<file path="src/rtl/raster_scheduler_pkg.sv">
// Shared types for the raster scheduler: command codes, FSM states and the
// queued command entry layout.
package raster_scheduler_pkg;

  localparam int COORD_W  = 3;
  localparam int GRID_MAX = 7;

  typedef logic [COORD_W-1:0] coord_t;

  typedef enum logic [1:0] {
    CMD_NONE  = 2'b00,
    CMD_PIXEL = 2'b01,
    CMD_LINE  = 2'b10,
    CMD_RECT  = 2'b11
  } cmd_code_e;

  typedef enum logic [1:0] {
    ST_IDLE   = 2'b00,
    ST_WALK   = 2'b01,
    ST_LSTART = 2'b10,
    ST_LWAIT  = 2'b11
  } state_e;

  typedef struct packed {
    cmd_code_e code;
    logic      clear;
    coord_t    x1;
    coord_t    y1;
    coord_t    x2;
    coord_t    y2;
    coord_t    width;
    coord_t    h;
  } cmd_entry_t;

  // Last covered column/row of a rect; saturates at the grid edge instead of wrapping.
  function automatic coord_t clip_end(coord_t start, coord_t extent);
    logic [COORD_W:0] sum;
    sum = {1'b0, start} + {1'b0, extent};
    return sum[COORD_W] ? coord_t'(GRID_MAX) : sum[COORD_W-1:0];
  endfunction

endpackage

</file>
<file path="src/rtl/raster_scheduler_if.sv">
// Command, framebuffer, scanout and line-engine signals of the raster scheduler.
// The scheduler takes the slave view; the surrounding system takes the master view.
interface raster_scheduler_if;
  import raster_scheduler_pkg::*;

  logic       cmd_valid;
  logic [1:0] cmd_code;
  logic       cmd_clear;
  coord_t     x1, y1, x2, y2, width, h;
  logic       cmd_full;
  logic       overflow;
  logic       busy;

  logic       scan_req;
  logic       scan_gnt;

  logic       fb_we;
  coord_t     fb_x, fb_y;
  logic       fb_wdata;

  logic       line_start;
  coord_t     line_x1, line_y1, line_x2, line_y2;
  logic       le_we;
  coord_t     le_x, le_y;
  logic       le_stall;
  logic       line_done;

  modport slave (
    input  cmd_valid, cmd_code, cmd_clear, x1, y1, x2, y2, width, h,
    input  scan_req, le_we, le_x, le_y, line_done,
    output cmd_full, overflow, busy, scan_gnt, fb_we, fb_x, fb_y, fb_wdata,
    output line_start, line_x1, line_y1, line_x2, line_y2, le_stall
  );

  modport master (
    output cmd_valid, cmd_code, cmd_clear, x1, y1, x2, y2, width, h,
    output scan_req, le_we, le_x, le_y, line_done,
    input  cmd_full, overflow, busy, scan_gnt, fb_we, fb_x, fb_y, fb_wdata,
    input  line_start, line_x1, line_y1, line_x2, line_y2, le_stall
  );

endinterface

</file>
<file path="src/rtl/raster_scheduler_cmd_fifo.sv">
// Command queue. Pointers carry an extra wrap bit; full/empty are registered
// so an entry written at an edge is visible as the head right after it.
module raster_scheduler_cmd_fifo
  import raster_scheduler_pkg::*;
#(
  parameter int DEPTH = 4,
  parameter int AW    = 2
) (
  input  logic       clk,
  input  logic       rst_n,
  input  logic       push_i,
  input  cmd_entry_t wdata_i,
  input  logic       pop_i,
  output cmd_entry_t head_o,
  output logic       full_o,
  output logic       empty_o
);

  cmd_entry_t      mem_q [DEPTH];
  logic [AW:0]     wr_ptr_q, wr_ptr_d;
  logic [AW:0]     rd_ptr_q, rd_ptr_d;
  logic            full_q, full_d;
  logic            empty_q, empty_d;
  logic            do_push, do_pop;

  localparam logic [AW:0] PTR_ONE = {{AW{1'b0}}, 1'b1};

  assign do_push = push_i && !full_q;
  assign do_pop  = pop_i && !empty_q;

  always_comb begin
    wr_ptr_d = wr_ptr_q;
    rd_ptr_d = rd_ptr_q;
    if (do_push) wr_ptr_d = wr_ptr_q + PTR_ONE;
    if (do_pop)  rd_ptr_d = rd_ptr_q + PTR_ONE;
    full_d  = (wr_ptr_d[AW] != rd_ptr_d[AW]) && (wr_ptr_d[AW-1:0] == rd_ptr_d[AW-1:0]);
    empty_d = (wr_ptr_d == rd_ptr_d);
  end

  always_ff @(posedge clk or negedge rst_n) begin
    if (!rst_n) begin
      wr_ptr_q <= '0;
      rd_ptr_q <= '0;
      full_q   <= 1'b0;
      empty_q  <= 1'b1;
    end else begin
      wr_ptr_q <= wr_ptr_d;
      rd_ptr_q <= rd_ptr_d;
      full_q   <= full_d;
      empty_q  <= empty_d;
    end
  end

  always_ff @(posedge clk) begin
    if (do_push) mem_q[wr_ptr_q[AW-1:0]] <= wdata_i;
  end

  assign head_o  = mem_q[rd_ptr_q[AW-1:0]];
  assign full_o  = full_q;
  assign empty_o = empty_q;

endmodule

</file>
<file path="src/rtl/raster_scheduler.sv">
// Pops queued draw commands, walks pixel/rect/clear itself, hands lines to the
// external line engine, and yields the framebuffer port to scanout every cycle it asks.
module raster_scheduler
  import raster_scheduler_pkg::*;
#(
  parameter int DEPTH = 4,
  parameter int AW    = 2
) (
  input logic               clk,
  input logic               rst_n,
  raster_scheduler_if.slave rs
);

  state_e     state_q, state_d;
  coord_t     xs_q, xs_d;
  coord_t     xe_q, xe_d;
  coord_t     ye_q, ye_d;
  coord_t     cx_q, cx_d;
  coord_t     cy_q, cy_d;
  logic       wdata_q, wdata_d;
  coord_t     lx1_q, lx1_d, ly1_q, ly1_d, lx2_q, lx2_d, ly2_q, ly2_d;
  logic       overflow_q;

  cmd_entry_t cmd_in, head;
  logic       fifo_full, fifo_empty, pop;
  logic       fb_we, fb_wdata, line_start;
  coord_t     fb_x, fb_y;

  assign cmd_in = '{code: cmd_code_e'(rs.cmd_code), clear: rs.cmd_clear,
                    x1: rs.x1, y1: rs.y1, x2: rs.x2, y2: rs.y2,
                    width: rs.width, h: rs.h};

  raster_scheduler_cmd_fifo #(.DEPTH(DEPTH), .AW(AW)) u_fifo (
    .clk     (clk),
    .rst_n   (rst_n),
    .push_i  (rs.cmd_valid),
    .wdata_i (cmd_in),
    .pop_i   (pop),
    .head_o  (head),
    .full_o  (fifo_full),
    .empty_o (fifo_empty)
  );

  always_comb begin
    state_d    = state_q;
    xs_d       = xs_q;
    xe_d       = xe_q;
    ye_d       = ye_q;
    cx_d       = cx_q;
    cy_d       = cy_q;
    wdata_d    = wdata_q;
    lx1_d      = lx1_q;
    ly1_d      = ly1_q;
    lx2_d      = lx2_q;
    ly2_d      = ly2_q;
    pop        = 1'b0;
    fb_we      = 1'b0;
    fb_x       = '0;
    fb_y       = '0;
    fb_wdata   = 1'b0;
    line_start = 1'b0;

    case (state_q)
      ST_IDLE: begin
        if (!fifo_empty) begin
          pop = 1'b1;
          case (head.code)
            CMD_PIXEL: begin
              state_d = ST_WALK;
              wdata_d = !head.clear;
              // A clear is a full-grid walk; a pixel is a 1x1 walk.
              if (head.clear) begin
                xs_d = '0;
                cx_d = '0;
                cy_d = '0;
                xe_d = coord_t'(GRID_MAX);
                ye_d = coord_t'(GRID_MAX);
              end else begin
                xs_d = head.x1;
                cx_d = head.x1;
                cy_d = head.y1;
                xe_d = head.x1;
                ye_d = head.y1;
              end
            end
            CMD_RECT: begin
              state_d = ST_WALK;
              wdata_d = 1'b1;
              xs_d    = head.x1;
              cx_d    = head.x1;
              cy_d    = head.y1;
              xe_d    = clip_end(head.x1, head.width);
              ye_d    = clip_end(head.y1, head.h);
            end
            CMD_LINE: begin
              state_d = ST_LSTART;
              lx1_d   = head.x1;
              ly1_d   = head.y1;
              lx2_d   = head.x2;
              ly2_d   = head.y2;
            end
            default: ;
          endcase
        end
      end
      ST_WALK: begin
        fb_we    = !rs.scan_req;
        fb_x     = cx_q;
        fb_y     = cy_q;
        fb_wdata = wdata_q;
        // Walk position only moves on a write that actually went out.
        if (!rs.scan_req) begin
          if (cx_q == xe_q) begin
            if (cy_q == ye_q) begin
              state_d = ST_IDLE;
            end else begin
              cx_d = xs_q;
              cy_d = cy_q + 3'd1;
            end
          end else begin
            cx_d = cx_q + 3'd1;
          end
        end
      end
      ST_LSTART: begin
        line_start = 1'b1;
        state_d    = ST_LWAIT;
      end
      ST_LWAIT: begin
        fb_we    = rs.le_we && !rs.scan_req;
        fb_x     = rs.le_x;
        fb_y     = rs.le_y;
        fb_wdata = 1'b1;
        if (rs.line_done) state_d = ST_IDLE;
      end
      default: state_d = ST_IDLE;
    endcase
  end

  always_ff @(posedge clk or negedge rst_n) begin
    if (!rst_n) begin
      state_q    <= ST_IDLE;
      xs_q       <= '0;
      xe_q       <= '0;
      ye_q       <= '0;
      cx_q       <= '0;
      cy_q       <= '0;
      wdata_q    <= 1'b0;
      lx1_q      <= '0;
      ly1_q      <= '0;
      lx2_q      <= '0;
      ly2_q      <= '0;
      overflow_q <= 1'b0;
    end else begin
      state_q <= state_d;
      xs_q    <= xs_d;
      xe_q    <= xe_d;
      ye_q    <= ye_d;
      cx_q    <= cx_d;
      cy_q    <= cy_d;
      wdata_q <= wdata_d;
      lx1_q   <= lx1_d;
      ly1_q   <= ly1_d;
      lx2_q   <= lx2_d;
      ly2_q   <= ly2_d;
      if (rs.cmd_valid && fifo_full) overflow_q <= 1'b1;
    end
  end

  assign rs.cmd_full   = fifo_full;
  assign rs.overflow   = overflow_q;
  assign rs.busy       = !fifo_empty || (state_q != ST_IDLE);
  assign rs.scan_gnt   = rs.scan_req;
  assign rs.le_stall   = rs.scan_req;
  assign rs.fb_we      = fb_we;
  assign rs.fb_x       = fb_x;
  assign rs.fb_y       = fb_y;
  assign rs.fb_wdata   = fb_wdata;
  assign rs.line_start = line_start;
  assign rs.line_x1    = lx1_q;
  assign rs.line_y1    = ly1_q;
  assign rs.line_x2    = lx2_q;
  assign rs.line_y2    = ly2_q;

endmodule

</file>
<file path="src/flat_wrapper.sv">
// flat-port wrapper written by rule: the top's interface ports become plain ports
module raster_scheduler_flat import raster_scheduler_pkg::*;
#(
  parameter int DEPTH = 4,
  parameter int AW    = 2
)
  (clk, rst_n, rs_cmd_valid, rs_cmd_code, rs_cmd_clear, rs_x1, rs_y1, rs_x2, rs_y2, rs_width, rs_h, rs_scan_req, rs_le_we, rs_le_x, rs_le_y, rs_line_done, rs_cmd_full, rs_overflow, rs_busy, rs_scan_gnt, rs_fb_we, rs_fb_x, rs_fb_y, rs_fb_wdata, rs_line_start, rs_line_x1, rs_line_y1, rs_line_x2, rs_line_y2, rs_le_stall);
  raster_scheduler_if rs_i ();
  input logic clk;
  input logic rst_n;
  input wire logic [$bits(rs_i.cmd_valid)-1:0] rs_cmd_valid;
  input wire logic [$bits(rs_i.cmd_code)-1:0] rs_cmd_code;
  input wire logic [$bits(rs_i.cmd_clear)-1:0] rs_cmd_clear;
  input wire logic [$bits(rs_i.x1)-1:0] rs_x1;
  input wire logic [$bits(rs_i.y1)-1:0] rs_y1;
  input wire logic [$bits(rs_i.x2)-1:0] rs_x2;
  input wire logic [$bits(rs_i.y2)-1:0] rs_y2;
  input wire logic [$bits(rs_i.width)-1:0] rs_width;
  input wire logic [$bits(rs_i.h)-1:0] rs_h;
  input wire logic [$bits(rs_i.scan_req)-1:0] rs_scan_req;
  input wire logic [$bits(rs_i.le_we)-1:0] rs_le_we;
  input wire logic [$bits(rs_i.le_x)-1:0] rs_le_x;
  input wire logic [$bits(rs_i.le_y)-1:0] rs_le_y;
  input wire logic [$bits(rs_i.line_done)-1:0] rs_line_done;
  output wire logic [$bits(rs_i.cmd_full)-1:0] rs_cmd_full;
  output wire logic [$bits(rs_i.overflow)-1:0] rs_overflow;
  output wire logic [$bits(rs_i.busy)-1:0] rs_busy;
  output wire logic [$bits(rs_i.scan_gnt)-1:0] rs_scan_gnt;
  output wire logic [$bits(rs_i.fb_we)-1:0] rs_fb_we;
  output wire logic [$bits(rs_i.fb_x)-1:0] rs_fb_x;
  output wire logic [$bits(rs_i.fb_y)-1:0] rs_fb_y;
  output wire logic [$bits(rs_i.fb_wdata)-1:0] rs_fb_wdata;
  output wire logic [$bits(rs_i.line_start)-1:0] rs_line_start;
  output wire logic [$bits(rs_i.line_x1)-1:0] rs_line_x1;
  output wire logic [$bits(rs_i.line_y1)-1:0] rs_line_y1;
  output wire logic [$bits(rs_i.line_x2)-1:0] rs_line_x2;
  output wire logic [$bits(rs_i.line_y2)-1:0] rs_line_y2;
  output wire logic [$bits(rs_i.le_stall)-1:0] rs_le_stall;
  assign rs_i.cmd_valid = rs_cmd_valid;
  assign rs_i.cmd_code = rs_cmd_code;
  assign rs_i.cmd_clear = rs_cmd_clear;
  assign rs_i.x1 = rs_x1;
  assign rs_i.y1 = rs_y1;
  assign rs_i.x2 = rs_x2;
  assign rs_i.y2 = rs_y2;
  assign rs_i.width = rs_width;
  assign rs_i.h = rs_h;
  assign rs_i.scan_req = rs_scan_req;
  assign rs_i.le_we = rs_le_we;
  assign rs_i.le_x = rs_le_x;
  assign rs_i.le_y = rs_le_y;
  assign rs_i.line_done = rs_line_done;
  assign rs_cmd_full = rs_i.cmd_full;
  assign rs_overflow = rs_i.overflow;
  assign rs_busy = rs_i.busy;
  assign rs_scan_gnt = rs_i.scan_gnt;
  assign rs_fb_we = rs_i.fb_we;
  assign rs_fb_x = rs_i.fb_x;
  assign rs_fb_y = rs_i.fb_y;
  assign rs_fb_wdata = rs_i.fb_wdata;
  assign rs_line_start = rs_i.line_start;
  assign rs_line_x1 = rs_i.line_x1;
  assign rs_line_y1 = rs_i.line_y1;
  assign rs_line_x2 = rs_i.line_x2;
  assign rs_line_y2 = rs_i.line_y2;
  assign rs_le_stall = rs_i.le_stall;
  raster_scheduler #(.DEPTH(DEPTH), .AW(AW)) u_core (.clk(clk), .rst_n(rst_n), .rs(rs_i));
endmodule
</file>
<file path="config.mk">
export PLATFORM = sky130hd
export DESIGN_NAME = raster_scheduler_flat
export DESIGN_NICKNAME = d
export VERILOG_FILES = /design/src/rtl/raster_scheduler_pkg.sv /design/src/rtl/raster_scheduler_if.sv /design/src/rtl/raster_scheduler_cmd_fifo.sv /design/src/rtl/raster_scheduler.sv /design/src/flat_wrapper.sv
export SDC_FILE = /design/constraint.sdc
export NUM_CORES = 1
export LEC_CHECK = 0
export ABC_AREA = 1
export CORE_MARGIN = 2
export CORE_UTILIZATION = 40
export DETAILED_ROUTE_END_ITERATION = 8
export PLACE_DENSITY = 0.59
export SYNTH_ARGS = -nofsm -noshare
export SYNTH_HDL_FRONTEND = slang
export SYNTH_SLANG_ARGS = --single-unit
</file>
<file path="constraint.sdc">
create_clock -name clk -period 3.1 [get_ports clk]
set_input_delay 0.31 -clock clk [delete_from_list [all_inputs] [get_ports clk]]
set_output_delay 0.31 -clock clk [all_outputs]
set_load 0.02 [all_outputs]
</file>
Word level (Yosys, flattened, before mapping)
Memories as Yosys holds them, arrays and structs flattened.
Cells that the tools add are included.
{"block": "classes", "n_addsub": 6, "eq_ne": 20, "n_mux": 39, "bitwise_logic": 1, "reduce_logical": 20}
{"cell": "2-to-1 mux 3 bit", "n": 16}
{"cell": "case mux 3 bit (2 select lines)", "n": 8}
{"cell": "adder 3 x 1 -> 3 bit (second input constant)", "n": 4}
{"cell": "AND reduction 6 bit", "n": 2}
{"cell": "2-to-1 mux 2 bit", "n": 5}
{"cell": "== test 3 bit", "n": 3}
{"cell": "!= test 3 bit (second input constant)", "n": 3}
{"cell": "adder 3 x 3 -> 4 bit", "n": 2}
{"cell": "== test 2 bit (second input constant)", "n": 4}
{"cell": "!= test 2 bit (second input constant)", "n": 4}
{"cell": "case mux 2 bit (4 select lines)", "n": 1}
{"cell": "case mux 1 bit (2 select lines)", "n": 3}
{"cell": "AND reduction 3 bit", "n": 2}
{"cell": "nonzero test 2 bit", "n": 3}
{"cell": "logical AND 1 bit", "n": 5}
{"cell": "2-to-1 mux 1 bit", "n": 5}
{"cell": "AND reduction 5 bit", "n": 1}
{"cell": "== test 2 x 1 -> 1 bit (second input constant)", "n": 2}
{"cell": "logical NOT 1 bit", "n": 4}
{"cell": "!= test 2 x 1 -> 1 bit (second input constant)", "n": 2}
{"cell": "case mux 2 bit (2 select lines)", "n": 1}
{"cell": "== test 2 bit", "n": 1}
{"cell": "logical NOT 2 bit", "n": 1}
{"cell": "OR reduction 2 bit", "n": 1}
{"cell": "other kinds (3)", "n": 3}
{"block": "word_totals", "regBits": 39, "mem_bits_rw": 84, "input_bits": 33, "out_inout_bits": 26, "word_cells": 103, "n_memories": 1}
{"name": "u_core.u_fifo.mem_q", "words": 4, "width": 21, "rd": 1, "rd_clocked_by_memory_dff": 0, "write_ports": 1, "line": "raster_scheduler_cmd_fifo.sv:19", "source": "cmd_entry_t mem_q [DEPTH];"}

Logic depth before layout (Yosys ltp)
Gate-level depths: netlist of the first run.
{"block": "depth", "ltp_word": 6, "depth_mapped": 15, "depth_no_buf": 12}

By module
From an unflattened synthesis of the first run, not the netlist that was laid out.
{"block": "hier_totals", "cells_unflattened": 537, "hier_area_um2": 5610.4}
{"module": "raster_scheduler_cmd_fifo", "n_inst": 1, "cells_each": 285, "area_per_inst_um2": 3673.5, "seq_area_each_um2": 2723.9}
{"module": "raster_scheduler", "n_inst": 1, "cells_each": 252, "area_per_inst_um2": 1936.9, "seq_area_each_um2": 775.7}

Worst setup path before layout of the first run
Ideal clock, no wire load.
{"block": "synth_timing", "path_type": "register to register", "start": "register u_core.u_fifo.rd_ptr_q[0]", "end": "register u_core.xe_q[2]", "setup_ns": 0.124, "arrival_ns": 2.093, "required_ns": 2.976, "path_slack_ns": 0.883, "path_stages_with_launch": 14, "n_path_buf": 4, "synth_period_minus_slack_ns": 2.217, "path_cell_list": "dfrtp_1 buf_6 inv_4 buf_6 buf_6 buf_4 nor2_1 o22ai_1 ha_1 inv_1 fa_1 xnor2_1 nor3_1 o21ai_1"}
{"block": "synth_via", "elab_chain_cells": 4, "elab_cells_between_ends": 9, "classes_between": "add/sub (1); eq/ne (2); mux (3); reduce/logical (2); memory (1)"}
{"element": "start: declaration", "line": "raster_scheduler_cmd_fifo.sv:21", "source": "logic [AW:0] rd_ptr_q, rd_ptr_d;"}
{"element": "start signal: assignment", "line": "raster_scheduler_cmd_fifo.sv:48", "source": "rd_ptr_q <= rd_ptr_d;"}
{"element": "memory (4 x 21 bit) *"}
{"element": "adder 3 x 3 -> 4 bit (tied with other cells)", "line": "raster_scheduler_pkg.sv:38", "source": "sum = {1'b0, start} + {1'b0, extent};"}
{"element": "2-to-1 mux 3 bit or nonzero test 2 bit (tied branches)"}
{"element": "case mux 3 bit (2 select lines) or AND reduction 3 bit (tied branches)"}
{"element": "end signal: assignment", "line": "raster_scheduler.sv:144", "source": "xe_q <= '0;"}
{"element": "end signal: assignment", "line": "raster_scheduler.sv:157", "source": "xe_q <= xe_d;"}
{"element": "end: declaration", "line": "raster_scheduler.sv:16", "source": "coord_t xe_q, xe_d;"}
Every way passes the cells marked *; elsewhere a longest branch is shown, timed or not.
A chain may end at the register's enable or synchronous reset.

==> qor.yml, run 1 <==
logic_synthesis:
  synth_area_um2: 5650
  synth_edf_count: 84
  ys_seq_area_share_pct: 62.0
  synth-seq-cells: 123
  synth_cell_types: 33
  yosysWarnings: 0
  synthArstFlopShare_pct: 31.7
  synthFlopType: "edfxtp_1"
  avgSynthCellArea_um2: 10.3
  syn_inst: 547
  postSynthNetCount: 595
drt:
  wire_per_inst_um: 15.2
  drt_iter0_drc: 236
  drtAntennaViolNets: 0
  firstDrtPassIters: 5
  via_count: 4007
  drcViolationCount: 0
  routed_wl_um: 12200
  vias_per_cell: 4.97
setup_path:
  reg2reg_from: "u_core.u_fifo.rd_ptr_q[0]"
  worstSetupStartpoint: "u_core.u_fifo.rd_ptr_q[0]"
  crit_arrival_ns: 2.70
  slowest_delay_ns: 0.43
  start_kind: "flip-flop"
  crit_buf_inv: 3
  cp-end-kind: "flip-flop"
  crit_chain: "buf_4, nand2_1, nand3_1, nand2_1, inv_1, ha_1, inv_1, fa_1, xnor2_1, nor3_1, o21ai_1"
  critPathSlowestCell: "buf_4"
  crit_family: "buffers and inverters"
  crit_path_max_fanout: 44
  critPathKind: "reg -> reg"
  cp_data_required_time_ns: 3.39
timing:
  final.setup_skew_ns: 0.00996
  fin_ws_ns: 0.692
  tns_ns: 0
  fin_crit_sh_pct: 77.7
  rsz0062_at_grt: "false"
  slew_headroom_pct: 33.1
  slew_viol_final: 0
  hold_viol: 0
  fmax_mhz: 415
  max_slew.worst_pin.slew_ns: 1.00
  final.min_clock_period_ns: 2.41
  finalSetupViolCount: 0
placed_design:
  place_inst: 774
  io_buffer_count: 58
  dpl.hpwl_um: 7960
  finalWeightedCongestion: 0.852
  post-place-ws_ns: 0.689
final_layout:
  drive_above_1_share_pct: 11.2
  fillers: 1245
  nNetsFinal: 661
  area_delta_synth_final_pct: 23.9
  fin_cells: 806
  regArea_um2: 3500
  antennaDiodeCount: 0
  multi_input_area_um2: 1820
clock_tree:
  cts_hold_buf: 0
  post_cts_resized: 0
  postCtsSetupBuffers: 0
  insertion_delay_ns: 0.41
  path_clk_slew_ns: 0.06
  root_buffer: "clkbuf_16"
  htreeDepth: 4
  clock_path_buffers: 2
  cts_sinks: 123
  cts_buffers: 17
  cts_tree: "yes"
power:
  leakage_uw: 0.00289
  peakVddDrop_v: 0.000434
  power_density_nw_per_um2: 1170
global_routing:
  grt_start_max_net_pins: 45
  grt_pass1_wl_um: 20100
  grt_pass1_vias: 4009
  grtUsageTotal_pct: 17.8
  antenna_found_initial: 0
  grt_overflow: 0
floorplan:
  fp.dieArea_um2: 15100
  initial_core_util_pct: 40.8
  die_h_um: 123
  coreArea_um2: 13800
  rows: 43
  io_pins: 59
  die_width_um: 123
outcome:
  status: "complete, no violations"
hold_path:
  hold_class: "in -> async"
run:
  cap_viol_max_count: 0
## metrics by stage
step / utilization (%) / area (um2) / hold slack, ns / power, uW
4_1_cts: 50.6 / 7000 / 0.0992 / 8220
3_5_place_dp: 46.1 / 6380 / 0.467 / 6150
2_1_floorplan: - / 5650 / 0.0144 / 5140
5_1_grt: 50.6 / 7000 / 0.139 / 8830
3_3_place_gp: 46.1 / 6380 / 0.439 / 6060
6_report: 50.6 / 7000 / 0.0667 / 8160
## worst reg2reg max path: stages, from the launching register on
cell and delay (ns):
dfrtp_1 0.40, buf_4 0.43, nand2_1 0.10, nand3_1 0.10, nand2_1 0.11, inv_1 0.13
ha_1 0.20, inv_1 0.06, fa_1 0.38, xnor2_1 0.14, nor3_1 0.17, o21ai_1 0.09
## synthesized netlist by cell type (6+ instances only)
cell	count	area (um2)
a21oi_1	8	40.0
buf_2	6	30.0
buf_4	7	52.6
dfrtp_1	38	951
edfxtp_1	84	2520
ha_1	13	163
inv_1	43	161
inv_2	6	22.5
nand2_1	153	574
nand2_2	9	56.3
nand3_1	40	200
nor2_1	37	139
o21ai_0	37	185
o21ai_1	13	65.1
o22ai_1	10	62.6
## cell families after synthesis
kind of cell / synth area share, %
xor+xnor: 2.10
compound gates: 7.00
simple gates: 19.4
flops: 62.0
buf+inv: 5.96
fa+ha+maj: 3.59
## layout by cell type, fill, tap and decap left out, types with 10 or more instances in the layout
master / n
o22ai_1: 10
ha_1: 13
inv_1: 43
nand3_1: 40
edfxtp_1: 84
o21ai_0: 37
clkbuf_16: 17
nand2_1: 153
clkdlybuf4s50_1: 57
dfrtp_1: 38
nor2_1: 34
o21ai_1: 13
## metal layers
layer | vias to the layer above | routed length, um | GRT usage [%]
li1 | 1961 | - | -
met1 | 1929 | 5740 | 22.9
met2 | 111 | 5770 | 28.8
met3 | 6 | 615 | 5.07
met4 | 0 | 97 | 6.18
met5 | - | 0 | 0
## layout make-up
class                      instances  share of cell area [%]
clock inverter                    11                    2.43
tap                              180                    3.22
inverter                          50                    2.72
clock buffer                      21                    6.44
sequential                       123                    50.0
multi-input combinational        354                    26.0
timing repair buffer              67                    9.19
## flip-flops by register name, summed over array words and instances (netlist names)
| register | flops |
|---|---|
| u_core.u_fifo.empty_o | 1 |
| u_core.u_fifo.wr_ptr_q | 3 |
| u_core.rs.line_x1 | 3 |
| u_core.u_fifo.full_o | 1 |
| u_core.wdata_q | 1 |
| u_core.u_fifo.rd_ptr_q | 3 |
| u_core.ye_q | 3 |
| u_core.xs_q | 3 |
| u_core.rs.line_y2 | 3 |
| u_core.state_q | 2 |
| u_core.u_fifo.mem_q | 84 |
| u_core.rs.overflow | 1 |
| u_core.xe_q | 3 |
| u_core.cy_q | 3 |
| u_core.rs.line_x2 | 3 |
| u_core.cx_q | 3 |
| u_core.rs.line_y1 | 3 |
## path summary, 6_finish.rpt
check	endpoint	slack (ns)	cells after the start
setup / recovery	u_core.xe_q[2]	0.69	11
hold / removal	u_core.u_fifo.full_o	0.07	1
setup reg to reg	u_core.xe_q[2]	0.69	11
hold reg to reg	u_core.rs.overflow	0.47	1
max in group asynchronous	u_core.rs.line_x1[2]	2.40	1
min in group clk	u_core.rs.overflow	0.47	1
## report_power, final
part | total [uW] | internal (uW) | switching, uW
sequential | 2490 | 2250 | 247
combinational | 3610 | 1280 | 2330
clock | 2050 | 1360 | 688
total | 8160 | 4890 | 3260
Power figures use the tool's default switching activity.
==> inputs of run 2 (changes only) <==
- clock period: 3.1 -> 2.3 ns (I/O delays scaled with it)
==> run 2 against run 1 <==
  * Global-route usage up 0.12 points
  * Worst hold slack better by 0.099 ns
  * Critical path type is now reg -> out
  * Non-clock buffer count up 12
  * Register-to-register slack worse by 0.55 ns
  * Largest power group unchanged
  * Critical endpoint is now rs_fb_x[1]
  * Sequential power up 36%
  * Sequential cell count unchanged
  * Sequential share of layout area down 0.74 points
  * Via count down 0.55%
==> qor.yml, run 2 (same netlist as run 1, synthesis figures left out) <==
outcome:
  status: "complete, no violations"
clock_tree:
  path_clk_slew_ns: 0.06  # about the same
  root_buffer: "clkbuf_16"
  htreeDepth: 4  # unchanged
  insertion_delay_ns: 0.41  # about the same
  cts_sinks: 123  # unchanged
  cts_buffers: 17  # unchanged
  clock_path_buffers: 2  # unchanged
  cts_tree: "yes"
placed_design:
  post-place-ws_ns: 0.105  # -0.584 ns
  dpl_cell_area_um2: 6480  # +1.7%
  finalWeightedCongestion: 0.867  # +1.8%
  place_inst: 785  # +1.4%
  io_buffer_count: 58  # unchanged
  dpl.hpwl_um: 8390  # +5.4%
timing:
  fmax_mhz: 456
  final.setup_skew_ns: 0.0123  # +0.00232 ns
  fin_crit_sh_pct: 95.4
  slew_viol_final: 0  # unchanged
  hold_ws_ns: 0.166  # +0.0991 ns
  rsz0062_at_grt: "true"
  slew_headroom_pct: 67.6  # +34 points
  fin_ws_ns: 0.106  # -0.586 ns
  max_slew.worst_pin.slew_ns: 0.487  # -0.517 ns
  final.min_clock_period_ns: 2.19
  hold_viol: 0  # unchanged
  finalSetupViolCount: 0  # unchanged
global_routing:
  grt_pass1_vias: 4073  # +1.6%
  grtUsageTotal_pct: 17.9  # +0.12 points
  antenna_found_initial: 0  # unchanged
  grt_overflow: 0  # unchanged
  grt_pass1_wl_um: 20200  # +0.69%
  grt_start_max_net_pins: 37  # -18%
final_layout:
  fin_area_um2: 7110  # +1.6%
  drive_above_1_share_pct: 12.7  # +1.5 points
  layout_common_cells: "nand2_1, edfxtp_1, clkdlybuf4s50_1"
  area_delta_synth_final_pct: 25.9
  nNetsFinal: 673  # +1.8%
  fin_cells: 818  # +1.5%
  mostFrequentLayoutCell: "nand2_1"
  largest_register_ffs: 84  # unchanged
  antennaDiodeCount: 0  # unchanged
drt:
  via_count: 3985  # -0.55%
  routed_wl_um: 12200  # -0.29%
  drtAntennaViolNets: 0  # unchanged
  drcViolationCount: 0  # unchanged
  vias_per_cell: 4.87  # -2.0%
  firstDrtPassIters: 7  # +2
  wire_per_inst_um: 14.9  # -1.7%
  drt_iter0_drc: 304  # +29%
setup_path:
  crit_chain: "inv_1, nor2_2, buf_4, a22o_1, clkdlybuf4s50_1"
  crit_buf_inv: 3  # unchanged
  regToRegSetupSlack_ns: 0.14  # -0.55 ns
  crit_family: "buffers and inverters"
  critPathSlowestCell: "clkdlybuf4s50_1"
  slowest_delay_ns: 0.59  # +0.16 ns
  reg2reg_from: "u_core.u_fifo.rd_ptr_q[0]"
  cp_data_required_time_ns: 2.07  # -1.32 ns
  crit_arrival_ns: 1.96  # -0.74 ns
  cp-end-kind: "output pin"
  start_kind: "flip-flop"
  r2r_cells: 11  # unchanged
  crit_path_max_fanout: 7  # -84%
  critPathKind: "reg -> out"
  r2r-end: "u_core.xe_q[2]"
floorplan:
  coreArea_um2: 13800  # unchanged
  die_width_um: 123  # unchanged
  fp.dieArea_um2: 15100  # unchanged
  io_pins: 59  # unchanged
  rows: 43  # unchanged
  initial_core_util_pct: 40.8  # unchanged
  die_h_um: 123  # unchanged
hold_path:
  hold_class: "in -> async"
power:
  power_density_nw_per_um2: 1560  # +34%
  peakVddDrop_v: 0.000720  # +66%
  leakage_uw: 0.00304  # +4.9%
run:
  cap_viol_max_count: 0  # unchanged
run 2: cell types whose count changed in the layout (fill, tap and decap cells not counted), sizes merged:
cell,change
clkinv,+3
clkdlybuf4s50,-5
bufinv,-1
dlymetal6s2s,+5
buf,+11
clkinvlp,-2
dlygate4sd3,+1
run 2: area by class of cell:
type / instances / area (um2)
clock buffer: 21 / 450
clock inverter: 11 / 145
fill: 1200 / 6720
inverter: 50 / 193
multi-input combinational: 354 / 1820
sequential: 123 / 3500
tap: 180 / 225
timing repair buffer: 79 / 773
run 2: report_power, final:
group	total [uW]	internal (uW)	leakage, uW	switching, uW
combinational	5080	1910	0.00150	3170
clock	2640	1730	0.000286	916
sequential	3380	3030	0.00124	345
run 2: worst max-delay path by stage:
stage	startpoint	end	slack, ns	depth (start not counted)
final	u_core.state_q[0]	rs_fb_x[1]	0.11	5
after floorplan	u_core.u_fifo.rd_ptr_q[0]	u_core.xe_q[2]	0.08	13
after CTS	u_core.state_q[0]	rs_fb_y[2]	0.003	5
after global placement	u_core.u_fifo.rd_ptr_q[0]	u_core.xe_q[2]	0.21	11
after global routing	u_core.u_fifo.rd_ptr_q[0]	u_core.xe_q[2]	-0.04	11
after detailed placement	u_core.u_fifo.rd_ptr_q[0]	u_core.ye_q[2]	0.11	11
run 2: worst reg2reg max path, cell delays in order, from the launching register on:
cell and delay [ns]:
dfrtp_2 0.46, inv_6 0.21, nand2_1 0.09, nand3_1 0.08, nand2_1 0.07, inv_1 0.11
ha_1 0.18, inv_1 0.06, fa_1 0.38, xnor2_1 0.14, nor3_1 0.18, o21ai_1 0.09
run 2: metal layers:
| metal | up-vias | part of all wire (%) | global-route usage [%] | routed length, um |
|---|---|---|---|---|
| met1 | 1880 | 47 | 23.0 | 5790 |
| met3 | 18 | 4.2 | 4.60 | 514 |
| met5 | - | 0 | 0 | 0 |
| li1 | 1990 | - | - | - |
| met2 | 97 | 47 | 29.1 | 5680 |
| met4 | 0 | 1.8 | 6.97 | 214 |
run 2: stage by stage:
step | TNS (ns) | util, % | power [uW]
after CTS | 0 | 51.3 | 11200
after floorplan | 0 | - | 6930
after global routing | -0.0423 | 51.4 | 12000
final | 0 | 51.4 | 11100
after detailed placement | 0 | 46.9 | 8500
after global placement | 0 | 46.9 | 8380
run 2: repair_timing:
action                                 in CTS  in global routing
hold buffers                                1                  0
endpoints found under the hold margin      38                  0
cloned                                      0                  0
gates resized for setup                     1                  7
setup buffers                               0                  0
setup endpoints to repair                   3                  9
==> inputs of run 3 (changes only) <==
- CORE_ASPECT_RATIO: not set -> 0.8
==> run 3 against run 2 <==
  * Critical path depth rose by 6
  * Worst hold slack improved by 0.23 ns
  * Via count rose by 0.88%
  * Sequential share of layout area fell by 0.34 points
  * Cell count rose by 0.37%
  * Sequential cell count did not move
  * Clock-buffer cell count fell by 2
  * Maximum frequency rose by 4.5%
  * Largest cell class unchanged
==> qor.yml, run 3 (same netlist as run 1, synthesis figures left out) <==
outcome:
  status: "complete, no violations"
timing:
  fmax_mhz: 477  # +4.5%
  fin_ws_ns: 0.202  # +0.0955 ns
  hold_ws_ns: 0.392  # +0.226 ns
  hold_viol: 0  # unchanged
  slew_viol_final: 0  # unchanged
  slew_headroom_pct: 56.2  # -11 points
  final.setup_skew_ns: 0.0102  # -0.00206 ns
  rsz0062_at_grt: "false"
  tns_ns: 0  # unchanged
  finalSetupViolCount: 0  # unchanged
  final.min_clock_period_ns: 2.10  # -0.0955 ns
  max_slew.worst_pin.slew_ns: 0.657  # +0.171 ns
  fin_crit_sh_pct: 91.2  # -4.2 points
hold_path:
  hold_class: "in -> async"
setup_path:
  r2r-end: "u_core.ye_q[2]"
  slowest_delay_ns: 0.46  # -0.13 ns
  reg2reg_from: "u_core.u_fifo.rd_ptr_q[0]"
  crit_path_max_fanout: 12  # +5
  cp_data_required_time_ns: 2.59  # +0.52 ns
  crit_arrival_ns: 2.39  # +0.43 ns
  crit_chain: "buf_4, nand2_1, nand3_1, nand2_1, inv_1, ha_1, inv_1, fa_1, xnor2_1, nor3_1, o21ai_1"
  start_kind: "flip-flop"
  critPathSlowestCell: "dfrtp_2"
  r2r_cells: 11  # unchanged
  critPathKind: "reg -> reg"
  cp-end-kind: "flip-flop"
  regToRegSetupSlack_ns: 0.20  # +0.06 ns
drt:
  wire_per_inst_um: 15.2  # +1.7%
  drtAntennaViolNets: 0  # unchanged
  firstDrtPassIters: 4  # -3
  vias_per_cell: 4.90  # +0.51%
  via_count: 4020  # +0.88%
  drcViolationCount: 0  # unchanged
  drt_iter0_drc: 302  # -0.66%
  routed_wl_um: 12400  # +2.1%
floorplan:
  fp.dieArea_um2: 15100  # about the same
  rows: 38  # -12%
  coreArea_um2: 13700  # -0.97%
  die_width_um: 137  # +11%
  initial_core_util_pct: 41.2  # +0.40 points
  io_pins: 59  # unchanged
  die_h_um: 110  # -10%
final_layout:
  antennaDiodeCount: 0  # unchanged
  area_delta_synth_final_pct: 26.7
  fin_cells: 821  # +0.37%
  layout_common_cells: "nand2_1, edfxtp_1, clkdlybuf4s50_1"
  nNetsFinal: 676  # +0.45%
  largest_register_ffs: 84  # unchanged
  drive_above_1_share_pct: 13.9  # +1.2 points
  mostFrequentLayoutCell: "nand2_1"
placed_design:
  place_inst: 788  # +0.38%
  dpl.hpwl_um: 8420  # +0.33%
  post-place-ws_ns: 0.150  # +0.0443 ns
  io_buffer_count: 58  # unchanged
  finalWeightedCongestion: 0.812  # -6.4%
clock_tree:
  clock_path_buffers: 2  # unchanged
  cts_buffers: 17  # unchanged
  postCtsSetupBuffers: 0  # unchanged
  insertion_delay_ns: 0.41  # about the same
  htreeDepth: 4  # unchanged
  path_clk_slew_ns: 0.06  # about the same
  cts_sinks: 123  # unchanged
  cts_tree: "yes"
  root_buffer: "clkbuf_16"
power:
  peakVddDrop_v: 0.000785  # +9.0%
  finalPower_uw: 11300  # +1.9%
  leakage_uw: 0.00308  # +1.5%
  power_density_nw_per_um2: 1580  # +1.2%
global_routing:
  antenna_found_initial: 0  # unchanged
  grt_pass1_vias: 3981  # -2.3%
  grt_pass1_wl_um: 20200  # -0.14%
  grtUsageTotal_pct: 18.0  # +0.079 points
  grt_overflow: 0  # unchanged
  grt_start_max_net_pins: 27  # -27%
run:
  cap_viol_max_count: 0  # unchanged
-- run 3: changes by cell type in the layout (fill, tap and decap cells not counted), sizes merged --
cell           before  now
buf                21   24
clkbuf             21   19
clkdlybuf4s50      52   51
clkinv              7    1
dlymetal6s2s        5    6
inv                50   58
-- run 3: routing by layer --
layer | routed length (um) | GRT usage (%) | vias up
li1 | - | - | 2003
met1 | 6310 | 24.9 | 1937
met2 | 5610 | 27.9 | 78
met3 | 496 | 4.02 | 2
met4 | 26 | 6.92 | 0
met5 | 0 | 0 | -
-- run 3: worst max-delay path by stage --
stage | from | end | slack (ns) | depth (start not counted)
final | u_core.u_fifo.rd_ptr_q[0] | u_core.ye_q[2] | 0.20 | 11
after global routing | u_core.u_fifo.rd_ptr_q[0] | u_core.ye_q[2] | 0.03 | 11
after CTS | u_core.state_q[0] | rs_fb_y[2] | 0.002 | 5
after detailed placement | u_core.u_fifo.rd_ptr_q[0] | u_core.xe_q[2] | 0.15 | 9
after global placement | u_core.u_fifo.rd_ptr_q[0] | u_core.xe_q[2] | 0.20 | 9
after floorplan | u_core.u_fifo.rd_ptr_q[0] | u_core.xe_q[2] | 0.08 | 13
-- run 3: layout make-up --
class                   instances  area, um2
clock buffers                  19        443
well taps                     180        225
clock inverters                13        179
flip-flops and latches        123       3500
inverters                      50        195
multi-input cells             354       1820
fillers                      1207       6540
repair buffers                 82        788
-- run 3: worst max-delay path: cells and delay by family, from the launching register on --
kind,cells,cell delay (ns)
AO/OA/AOI/OAI,1,0.09
XOR/XNOR,1,0.13
adder cells (fa/ha/maj),2,0.54
buffers and inverters,3,0.35
flip-flops,1,0.46
AND/OR/NAND/NOR,4,0.40
-- run 3: per-stage QoR --
stage          utilization [%]  cell area [um2]
5_1_grt                   52.3             7160
6_report                  52.3             7160
2_1_floorplan                -             5650
3_3_place_gp              47.3             6480
3_5_place_dp              47.3             6480
4_1_cts                   52.0             7120
-- run 3: timing repair --
action | 4_1_cts | 5_1_grt
setup endpoints to repair | 4 | 8
hold endpoints to repair | 22 | 0
hold buffers | 1 | 0
resized for setup | 1 | 14
-- run 3: power breakdown --
| part | switching [uW] | leakage [uW] | internal, uW |
|---|---|---|---|
| logic | 3220 | 0.00153 | 1920 |
| registers | 349 | 0.00124 | 3030 |
| clock network | 1030 | 0.000302 | 1770 |
